<file path="src/rtl/hilo_divider_if.sv">
`default_nettype none
// ============================================================================
// Module      : hilo_divider_if
// Description : Decode/operand/result bundle between the control unit and
//               the HI/LO divider.
// Revision    : 1.0 - initial release
// ============================================================================
interface hilo_divider_if #(
    parameter int WIDTH = 32
);
    logic             is_div;
    logic             mf;
    logic             lo_or_hi;
    logic [WIDTH-1:0] rs_data;
    logic [WIDTH-1:0] rt_data;
    logic             stall;
    logic [WIDTH-1:0] hilo_out;
    logic             done;
    logic             div_by_zero;

    // Control unit / register file side
    modport master (
        output is_div, mf, lo_or_hi, rs_data, rt_data,
        input  stall, hilo_out, done, div_by_zero
    );

    // Divider side
    modport slave (
        input  is_div, mf, lo_or_hi, rs_data, rt_data,
        output stall, hilo_out, done, div_by_zero
    );
endinterface
`default_nettype wire

</file>
<file path="src/rtl/hilo_divider.sv">
`default_nettype none
// ============================================================================
// Module      : hilo_divider
// Description : Multi-cycle signed restoring divider with HI/LO registers.
//               Stalls the datapath while a div executes and serves the
//               mfhi/mflo read path combinationally.
// Revision    : 1.0 - initial release
// ============================================================================
module hilo_divider #(
    parameter int WIDTH = 32
) (
    input  wire logic     clock,
    input  wire logic     reset,
    hilo_divider_if.slave bus
);
    localparam int                 c_CNT_W     = $clog2(WIDTH);
    localparam logic [c_CNT_W-1:0] c_LAST_STEP = c_CNT_W'(WIDTH - 1);

    typedef enum logic [1:0] {
        IDLE = 2'd0,
        BUSY = 2'd1,
        FIX  = 2'd2,
        DONE = 2'd3
    } state_t;

    state_t             r_state;
    state_t             w_nextState;
    logic [c_CNT_W-1:0] r_count;
    logic [WIDTH-1:0]   r_quot;      // holds |rs| on entry, shifts into quotient
    logic [WIDTH-1:0]   r_divisor;   // |rt|
    logic [WIDTH-1:0]   r_rem;       // partial remainder
    logic [WIDTH-1:0]   r_hi;
    logic [WIDTH-1:0]   r_lo;
    logic               r_signRs;
    logic               r_signXor;
    logic               r_divZero;

    logic               w_accept;
    logic               w_rtZero;
    logic [WIDTH-1:0]   w_rsMag;
    logic [WIDTH-1:0]   w_rtMag;
    logic [WIDTH:0]     w_shifted;
    logic [WIDTH:0]     w_diff;
    logic               w_fits;
    logic               w_stall;
    logic               w_done;

    // mf is a pure read request; the read mux below does not need it
    wire w_unusedMf = bus.mf;

    // Operand magnitudes; negating 0x80000000 yields 0x80000000, which is the
    // correct unsigned magnitude
    assign w_rsMag  = bus.rs_data[WIDTH-1] ? -bus.rs_data : bus.rs_data;
    assign w_rtMag  = bus.rt_data[WIDTH-1] ? -bus.rt_data : bus.rt_data;
    assign w_rtZero = (bus.rt_data == '0);
    assign w_accept = (r_state == IDLE) && bus.is_div;

    // One restoring step: shift next dividend bit into the remainder and
    // trial-subtract; a clear borrow bit means the divisor fits
    assign w_shifted = {r_rem, r_quot[WIDTH-1]};
    assign w_diff    = w_shifted - {1'b0, r_divisor};
    assign w_fits    = ~w_diff[WIDTH];

    // Next-state and handshake outputs
    always_comb begin
        w_nextState = r_state;
        w_stall     = 1'b0;
        w_done      = 1'b0;
        case (r_state)
            IDLE: begin
                w_stall = bus.is_div;
                if (bus.is_div) begin
                    w_nextState = w_rtZero ? FIX : BUSY;
                end
            end
            BUSY: begin
                w_stall = 1'b1;
                if (r_count == '0) begin
                    w_nextState = FIX;
                end
            end
            FIX: begin
                w_stall     = 1'b1;
                w_nextState = DONE;
            end
            DONE: begin
                // The retiring div still presents is_div here; it is ignored
                w_done      = 1'b1;
                w_nextState = IDLE;
            end
            default: w_nextState = IDLE;
        endcase
    end

    // State register
    always_ff @(posedge clock) begin
        if (reset) begin
            r_state <= IDLE;
        end else begin
            r_state <= w_nextState;
        end
    end

    // Operand capture, iteration datapath and HI/LO write-back
    always_ff @(posedge clock) begin
        if (reset) begin
            r_count   <= '0;
            r_quot    <= '0;
            r_divisor <= '0;
            r_rem     <= '0;
            r_hi      <= '0;
            r_lo      <= '0;
            r_signRs  <= 1'b0;
            r_signXor <= 1'b0;
            r_divZero <= 1'b0;
        end else begin
            if (w_accept) begin
                r_count   <= c_LAST_STEP;
                r_quot    <= w_rsMag;
                r_divisor <= w_rtMag;
                r_rem     <= '0;
                r_signRs  <= bus.rs_data[WIDTH-1];
                r_signXor <= bus.rs_data[WIDTH-1] ^ bus.rt_data[WIDTH-1];
                r_divZero <= w_rtZero;
            end
            if (r_state == BUSY) begin
                r_quot  <= {r_quot[WIDTH-2:0], w_fits};
                r_rem   <= w_fits ? w_diff[WIDTH-1:0] : w_shifted[WIDTH-1:0];
                r_count <= r_count - 1'b1;
            end
            if (r_state == FIX) begin
                if (r_divZero) begin
                    // No BUSY steps ran, so r_quot still holds |rs|;
                    // re-applying the sign restores the original rs_data
                    r_lo <= '1;
                    r_hi <= r_signRs ? -r_quot : r_quot;
                end else begin
                    r_lo <= r_signXor ? -r_quot : r_quot;
                    r_hi <= r_signRs  ? -r_rem  : r_rem;
                end
            end
        end
    end

    assign bus.stall       = w_stall & ~reset;
    assign bus.done        = w_done & ~reset;
    assign bus.div_by_zero = w_done & r_divZero & ~reset;
    assign bus.hilo_out    = bus.lo_or_hi ? r_lo : r_hi;

endmodule
`default_nettype wire

</file>
<file path="src/flat_wrapper.sv">
// flat-port wrapper written by rule: the top's interface ports become plain ports
module hilo_divider_flat 
#(
    parameter int WIDTH = 32
)
  (clock, reset, bus_is_div, bus_mf, bus_lo_or_hi, bus_rs_data, bus_rt_data, bus_stall, bus_hilo_out, bus_done, bus_div_by_zero);
  hilo_divider_if #(.WIDTH(WIDTH)) bus_i ();
  input  wire logic clock;
  input  wire logic reset;
  input wire logic [$bits(bus_i.is_div)-1:0] bus_is_div;
  input wire logic [$bits(bus_i.mf)-1:0] bus_mf;
  input wire logic [$bits(bus_i.lo_or_hi)-1:0] bus_lo_or_hi;
  input wire logic [$bits(bus_i.rs_data)-1:0] bus_rs_data;
  input wire logic [$bits(bus_i.rt_data)-1:0] bus_rt_data;
  output wire logic [$bits(bus_i.stall)-1:0] bus_stall;
  output wire logic [$bits(bus_i.hilo_out)-1:0] bus_hilo_out;
  output wire logic [$bits(bus_i.done)-1:0] bus_done;
  output wire logic [$bits(bus_i.div_by_zero)-1:0] bus_div_by_zero;
  assign bus_i.is_div = bus_is_div;
  assign bus_i.mf = bus_mf;
  assign bus_i.lo_or_hi = bus_lo_or_hi;
  assign bus_i.rs_data = bus_rs_data;
  assign bus_i.rt_data = bus_rt_data;
  assign bus_stall = bus_i.stall;
  assign bus_hilo_out = bus_i.hilo_out;
  assign bus_done = bus_i.done;
  assign bus_div_by_zero = bus_i.div_by_zero;
  hilo_divider #(.WIDTH(WIDTH)) u_core (.clock(clock), .reset(reset), .bus(bus_i));
endmodule
</file>
<file path="config.mk">
export PLATFORM = sky130hd
export DESIGN_NAME = hilo_divider_flat
export DESIGN_NICKNAME = d
export VERILOG_FILES = /design/src/rtl/hilo_divider_if.sv /design/src/rtl/hilo_divider.sv /design/src/flat_wrapper.sv
export SDC_FILE = /design/constraint.sdc
export NUM_CORES = 1
export LEC_CHECK = 0
export BUFFER_PORTS_ARGS = -buffer_cell sky130_fd_sc_hd__buf_2
export CAP_MARGIN = 15
export CORE_MARGIN = 4
export CORE_UTILIZATION = 55
export CTS_BUF_LIST = sky130_fd_sc_hd__clkbuf_4 sky130_fd_sc_hd__clkbuf_8 sky130_fd_sc_hd__clkbuf_16
export DETAILED_ROUTE_END_ITERATION = 10
export HOLD_SLACK_MARGIN = 0.05
export PLACE_DENSITY = 0.79
export SETUP_SLACK_MARGIN = 0.3
export SLEW_MARGIN = 20
export SYNTH_ARGS = -nofsm -noshare
export SYNTH_HDL_FRONTEND = slang
export SYNTH_SLANG_ARGS = --single-unit
</file>
<file path="constraint.sdc">
create_clock -name clock -period 3.09 [get_ports clock]
set_clock_uncertainty 0.1 [all_clocks]
set_input_delay 0.618 -clock clock [delete_from_list [all_inputs] [get_ports clock]]
set_output_delay 0.618 -clock clock [all_outputs]
set_load 0.01 [all_outputs]
</file>
Yosys cells after proc, flatten, opt, wreduce, memory -nomap -nowiden
Index checks and enable logic that the tools add are counted.
- register bits: 170
- bits of input ports: 69
- output and inout port bits: 35
- logic and storage cells: 56
- $add $sub $neg: 6
- eq/ne operators: 5
- muxes and demuxes: 21
- bitwise operators: 7
- reduce and logical (&&, ||, !) cells: 7
- operator list (cell ; number):
    two-way mux 32 bit ; 13
    negation 32 bit ; 4
    subtractor 33 x 32 -> 33 bit ; 1
    logical NOT 32 bit ; 1
    two-way mux 5 bit ; 2
    case mux 2 bit (4 select lines) ; 1
    two-way mux 2 bit ; 3
    logical NOT 5 bit ; 1
    subtractor 5 x 1 -> 5 bit, second input constant ; 1
    bitwise AND 1 bit ; 4
    equality test 2 bit, second input constant ; 2
    equality test 2 x 1 -> 1 bit, second input constant ; 1
    logical NOT 2 bit ; 1
    != test 2 x 1 -> 1 bit, second input constant ; 1
    != test 2 bit, second input constant ; 1
    NOT 1 bit ; 2
    case mux 1 bit (2 select lines) ; 1
    AND reduction 2 bit ; 1
    nonzero test 2 bit ; 1
    OR reduction 2 bit ; 1
    logical AND 1 bit ; 1
    two-way mux 1 bit ; 1
    XOR 1 bit ; 1

Logic depth before layout (Yosys ltp)
- depth in word-level cells: 4
- gate-level depth with buffers: 13
- mapped depth without buffers: 11

Worst setup path before layout
Ideal clock, no wire load.
- path kind: flip-flop to flip-flop
- start: reg u_core.r_rem[15]
- end: reg u_core.r_rem[23]
- library setup time: 0.129 ns
- arrival: 2.831 ns
- data required time: 2.861 ns
- setup slack: 0.030 ns
- cell stages (with the launch flop): 11
- path buffers: 1
- period minus slack after synthesis: 3.060 ns
- path through: dfxtp_1 -> ha_1 -> clkbuf_1 -> a21o_1 -> a221o_1 -> or3_1 -> or3_1 -> o2111a_1 -> or3_1 -> nand4_1 -> o211ai_1
- cells in the longest elaborated chain, start to end: 3
- ends and longest elaborated chain (item ; line ; RTL):
    start, declared ; hilo_divider.sv:31 ; logic [WIDTH-1:0] r_rem;
    start signal, assigned ; hilo_divider.sv:128 ; r_rem <= w_fits ? w_diff[WIDTH-1:0] : w_shifted[WIDTH-1:0];
    subtractor 33 x 32 -> 33 bit ; hilo_divider.sv:61 ; assign w_diff = w_shifted - {1'b0, r_divisor};
    two-way mux 32 bit ; hilo_divider.sv:128 ;
    two-way mux 32 bit ; hilo_divider.sv:126 ; if (r_state == BUSY) begin
No other way between the ends.
A chain may end at the register's enable or synchronous reset.

Final worst setup path
- start: reg u_core.r_rem[16]
- end: reg u_core.r_rem[25]
The elaborated chain is that of the path after synthesis.

==> flow_summary_export.csv <==
group,metric,value,unit
worst_setup_path,cp-startpoint,"u_core.r_rem[16]$_SDFFE_PP0P_",
sta,final-setup-viol-count,0,
route,drt-total-wl,36890,µm
cells_and_area,layout-drive-gt1-share,22.21,%
worst_setup_path,reg2reg_slack,110,ps
sta,max-slew-margin-rel,50.38,%
route,avgRoutedWirePerCell,18.04,µm
clock_network,clk_latency,440,ps
worst_setup_path,cp-endpoint,"u_core.r_rem[25]$_SDFFE_PP0P_",
sta,hold_slack,349.2,ps
status,outcome,"complete, no violations",
grt,grt_pass1_wl,57790,µm
worst_setup_path,worstSetupPathType,"reg2reg",
placement,io_buffers,102,
floorplan,start_util,56.35,%
sta,slew_violations,0,
worst_setup_path,arrival,3190,ps
synth,synth_warnings,0,
route,routed-via-count,12710,
sta,fin_tns_setup,0,ps
grt,antenna_found_initial,0,
worst_setup_path,start_kind,"flop",
placement,dpl.hpwl,26850,µm
worst_setup_path,critPathRequiredTime,3300,ps
synth,ys.flop_type,"dfxtp_1",
floorplan,die_area,24960,µm²
sta,period_needed,2980,ps
grt,grt_pass1_vias,11150,
cells_and_area,final_util,67.38,%
placement,place_inst,1993,
synth,syn-num-nets,1757,
clock_network,cts_buffers,17,
worst_setup_path,reg2reg_depth,11,
cells_and_area,num-fill-cells,1810,
placement,postPlaceCellArea,13720,µm²
synth,netlist_instances,1643,
sta,rsz0062_at_grt,"true",
floorplan,die_y,158.0,µm
synth,synthArstFlopShare,0,%
grt,track_usage,28.67,%
min_path,hp-class,"reg2reg",
sta,clock.fmax,335.6,MHz
clock_network,h-tree-depth,4,
clock_network,cts_tree,"built",
route,route.detailed.drc,0,
sta,tightest_slew,740.2,ps
route,firstDrtPassIters,6,
worst_setup_path,end_kind,"flop",
cells_and_area,fin_cells,2045,
floorplan,coreArea,21960,µm²
sta,final_hold_viol_count,0,
placement,gp_congestion,0.9034,
cells_and_area,final_cell_area,14800,µm²
grt,gr-total-overflow,0,
route,via_per_inst,6.214,
synth,synthDistinctLibCells,73,
clock_network,path_clk_slew,70,ps
worst_setup_path,reg2reg_from,"u_core.r_rem[16]$_SDFFE_PP0P_",
worst_setup_path,path_cells,"ha_4 > and2_4 > a221o_1 > or3_1 > buf_4 > o32a_1 > o2111ai_4 > buf_6 > a211oi_1 > a311oi_1 > o211ai_1",
floorplan,rows,54,
route,drtIter0Drc,1189,
synth,syn_avg_cell_area,7.531,µm²
worst_setup_path,cpPeakStageDelay,380,ps
synth,synth_seq_cells,170,
clock_network,cts_hold_buf,0,
clock_network,cts_num_sinks,170,
clock_network,clockBufferDepth,2,
floorplan,io_pins,104,
cells_and_area,diodes,0,
synth,syn_area,12370,µm²
grt,grt_max_degree,88,
sta,finalCritPeriodShare,96.43,%
run,drv_cap,0,
pwr,irDropWorstVdd,0.5647,mV
cells_and_area,nets,1866,
pwr,p_per_area,757.7,nW/µm²
synth,synth-edff-count,0,
clock_network,cts_root_buf,"clkbuf_16",
worst_setup_path,slowest_stage,"o32a_1",
worst_setup_path,critical_path.max_fanout,6,
synth,ys_seq_area_share,27.51,%
floorplan,die_w,158.0,µm
worst_setup_path,r2r-end,"u_core.r_rem[25]$_SDFFE_PP0P_",
pwr,p_leak,5.975,nW
cells_and_area,syn2layout_area_growth,19.58,%
route,ant_nets,0,
==> metal layers <==
layer	GRT usage (%)	vias to the layer above	share of wire, %
li1	-	6161	-
met1	40.54	5925	44
met2	44.14	553	44
met3	6.096	68	9.2
met4	8.530	0	2.9
met5	0	-	0
==> flip-flops by register name (all words and copies together) (netlist names) <==
signal and flops:
u_core.r_state 2, u_core.r_signXor 1, u_core.r_count 5, u_core.r_rem 32, u_core.r_signRs 1, u_core.r_quot 32, u_core.r_hi 32, u_core.r_divZero 1
u_core.r_divisor 32, u_core.r_lo 32
==> worst max-delay path, delay by kind of cell, from the launching register on <==
family	cells	cell delay (ps)
AO/OA/AOI/OAI	6	1350
adder cells (fa/ha/maj)	1	260
buffers and inverters	2	280
flip-flops	1	370
AND/OR/NAND/NOR	2	480
==> cell usage in the layout (no fill, tap or decap), drive strengths merged, types with 28 or more instances in the layout <==
cell	instances
a211oi	74
a21oi	110
buf	215
dfxtp	170
ha	44
inv	62
mux2	33
nand2	149
nand2b	29
nand4	33
nor2	203
o211ai	35
o21ai	88
o22ai	38
o31ai	29
or3	28
xnor2	63
xor2	82
==> kinds of logic after synthesis <==
group                      Yosys count  share of synthesized area, %
buffers and inverters              184                         5.612
adders and majority gates           45                         4.611
muxes                               48                         4.318
DFF                                170                         27.51
AOI/OAI and AO/OA                  471                         25.07
xor gates and xnor gates           145                         10.26
and+or+nand+nor                    580                         22.62
==> how the worst min path moves through the flow <==
| stage | cells past startpoint | end | start |
|---|---|---|---|
| finish | 2 | u_core.r_divisor[15]$_SDFFE_PP0P_ | u_core.r_divisor[15]$_SDFFE_PP0P_ |
| floorplan | 2 | u_core.r_divisor[15]$_SDFFE_PP0P_ | u_core.r_divisor[15]$_SDFFE_PP0P_ |
| global placement | 2 | u_core.r_divisor[15]$_SDFFE_PP0P_ | u_core.r_divisor[15]$_SDFFE_PP0P_ |
| CTS | 2 | u_core.r_divisor[15]$_SDFFE_PP0P_ | u_core.r_divisor[15]$_SDFFE_PP0P_ |
| global route | 2 | u_core.r_divisor[15]$_SDFFE_PP0P_ | u_core.r_divisor[15]$_SDFFE_PP0P_ |
| detailed placement | 2 | u_core.r_divisor[15]$_SDFFE_PP0P_ | u_core.r_divisor[15]$_SDFFE_PP0P_ |
==> synth_stat cells (5+ instances only) <==
| cell type | n | share of area, % |
|---|---|---|
| nor2_1 | 203 | 6.2 |
| a221oi_1 | 7 | 0.50 |
| o21a_1 | 6 | 0.36 |
| dfxtp_1 | 170 | 28 |
| a21o_1 | 15 | 0.91 |
| a21oi_1 | 110 | 4.4 |
| nand3_1 | 24 | 0.97 |
| or3_1 | 27 | 1.4 |
| and3_1 | 8 | 0.40 |
| a21boi_0 | 5 | 0.30 |
| o22ai_1 | 38 | 1.9 |
| buf_1 | 13 | 0.39 |
| xor2_1 | 82 | 5.8 |
| nor3_1 | 22 | 0.89 |
| inv_1 | 57 | 1.7 |
| and2_1 | 14 | 0.71 |
| ha_1 | 44 | 4.4 |
| nand4_1 | 33 | 1.7 |
| a211oi_1 | 74 | 4.5 |
| o41ai_1 | 12 | 0.85 |
| clkbuf_1 | 111 | 3.4 |
| nand2_1 | 149 | 4.5 |
| o21ai_0 | 88 | 3.6 |
| nand3b_1 | 7 | 0.42 |
| mux2i_1 | 14 | 1.1 |
| or4_1 | 16 | 0.97 |
| xnor2_1 | 63 | 4.5 |
| or2_2 | 7 | 0.35 |
| a211o_1 | 5 | 0.35 |
| mux2_2 | 33 | 3.0 |
| o31ai_1 | 29 | 1.8 |
| a31oi_1 | 6 | 0.30 |
| nand2b_1 | 28 | 1.4 |
| nor2b_1 | 12 | 0.61 |
| nor4_1 | 11 | 0.56 |
| o211ai_1 | 35 | 2.1 |
==> through the flow <==
stage	total power, mW	setup slack [ps]
2_1_floorplan	7.180	86.83
3_3_place_gp	8.572	-32.60
3_5_place_dp	8.724	-69.13
6_report	11.21	110.4
5_1_grt	11.93	52.06
4_1_cts	10.83	100.8
==> timing repair <==
action                                  in CTS  in global routing
gates cloned                                 1                  2
gates resized for setup                     36                 55
pin swaps                                   17                 17
buffers inserted                             6                 11
endpoints found under the setup margin      37                 57
==> where the power goes <==
group | internal (mW) | switching (mW) | leakage, nW
registers | 2.69 | 0.521 | 1.40
clock network | 1.08 | 0.955 | 0.264
logic | 2.50 | 3.47 | 4.31
==> final cells by class <==
class                           count  area (µm²)  area share (%)
Clock buffer                       21       455.4           3.078
Clock inverter                     11       87.58          0.5920
Inverter                           57       214.0           1.446
Multi-Input combinational cell   1289        8748           59.13
Sequential cell                   170        3433           23.21
Tap cell                          280       350.3           2.368
Timing Repair Buffer              217        1506           10.18
Note: power is estimated with default switching activity, not from simulation.
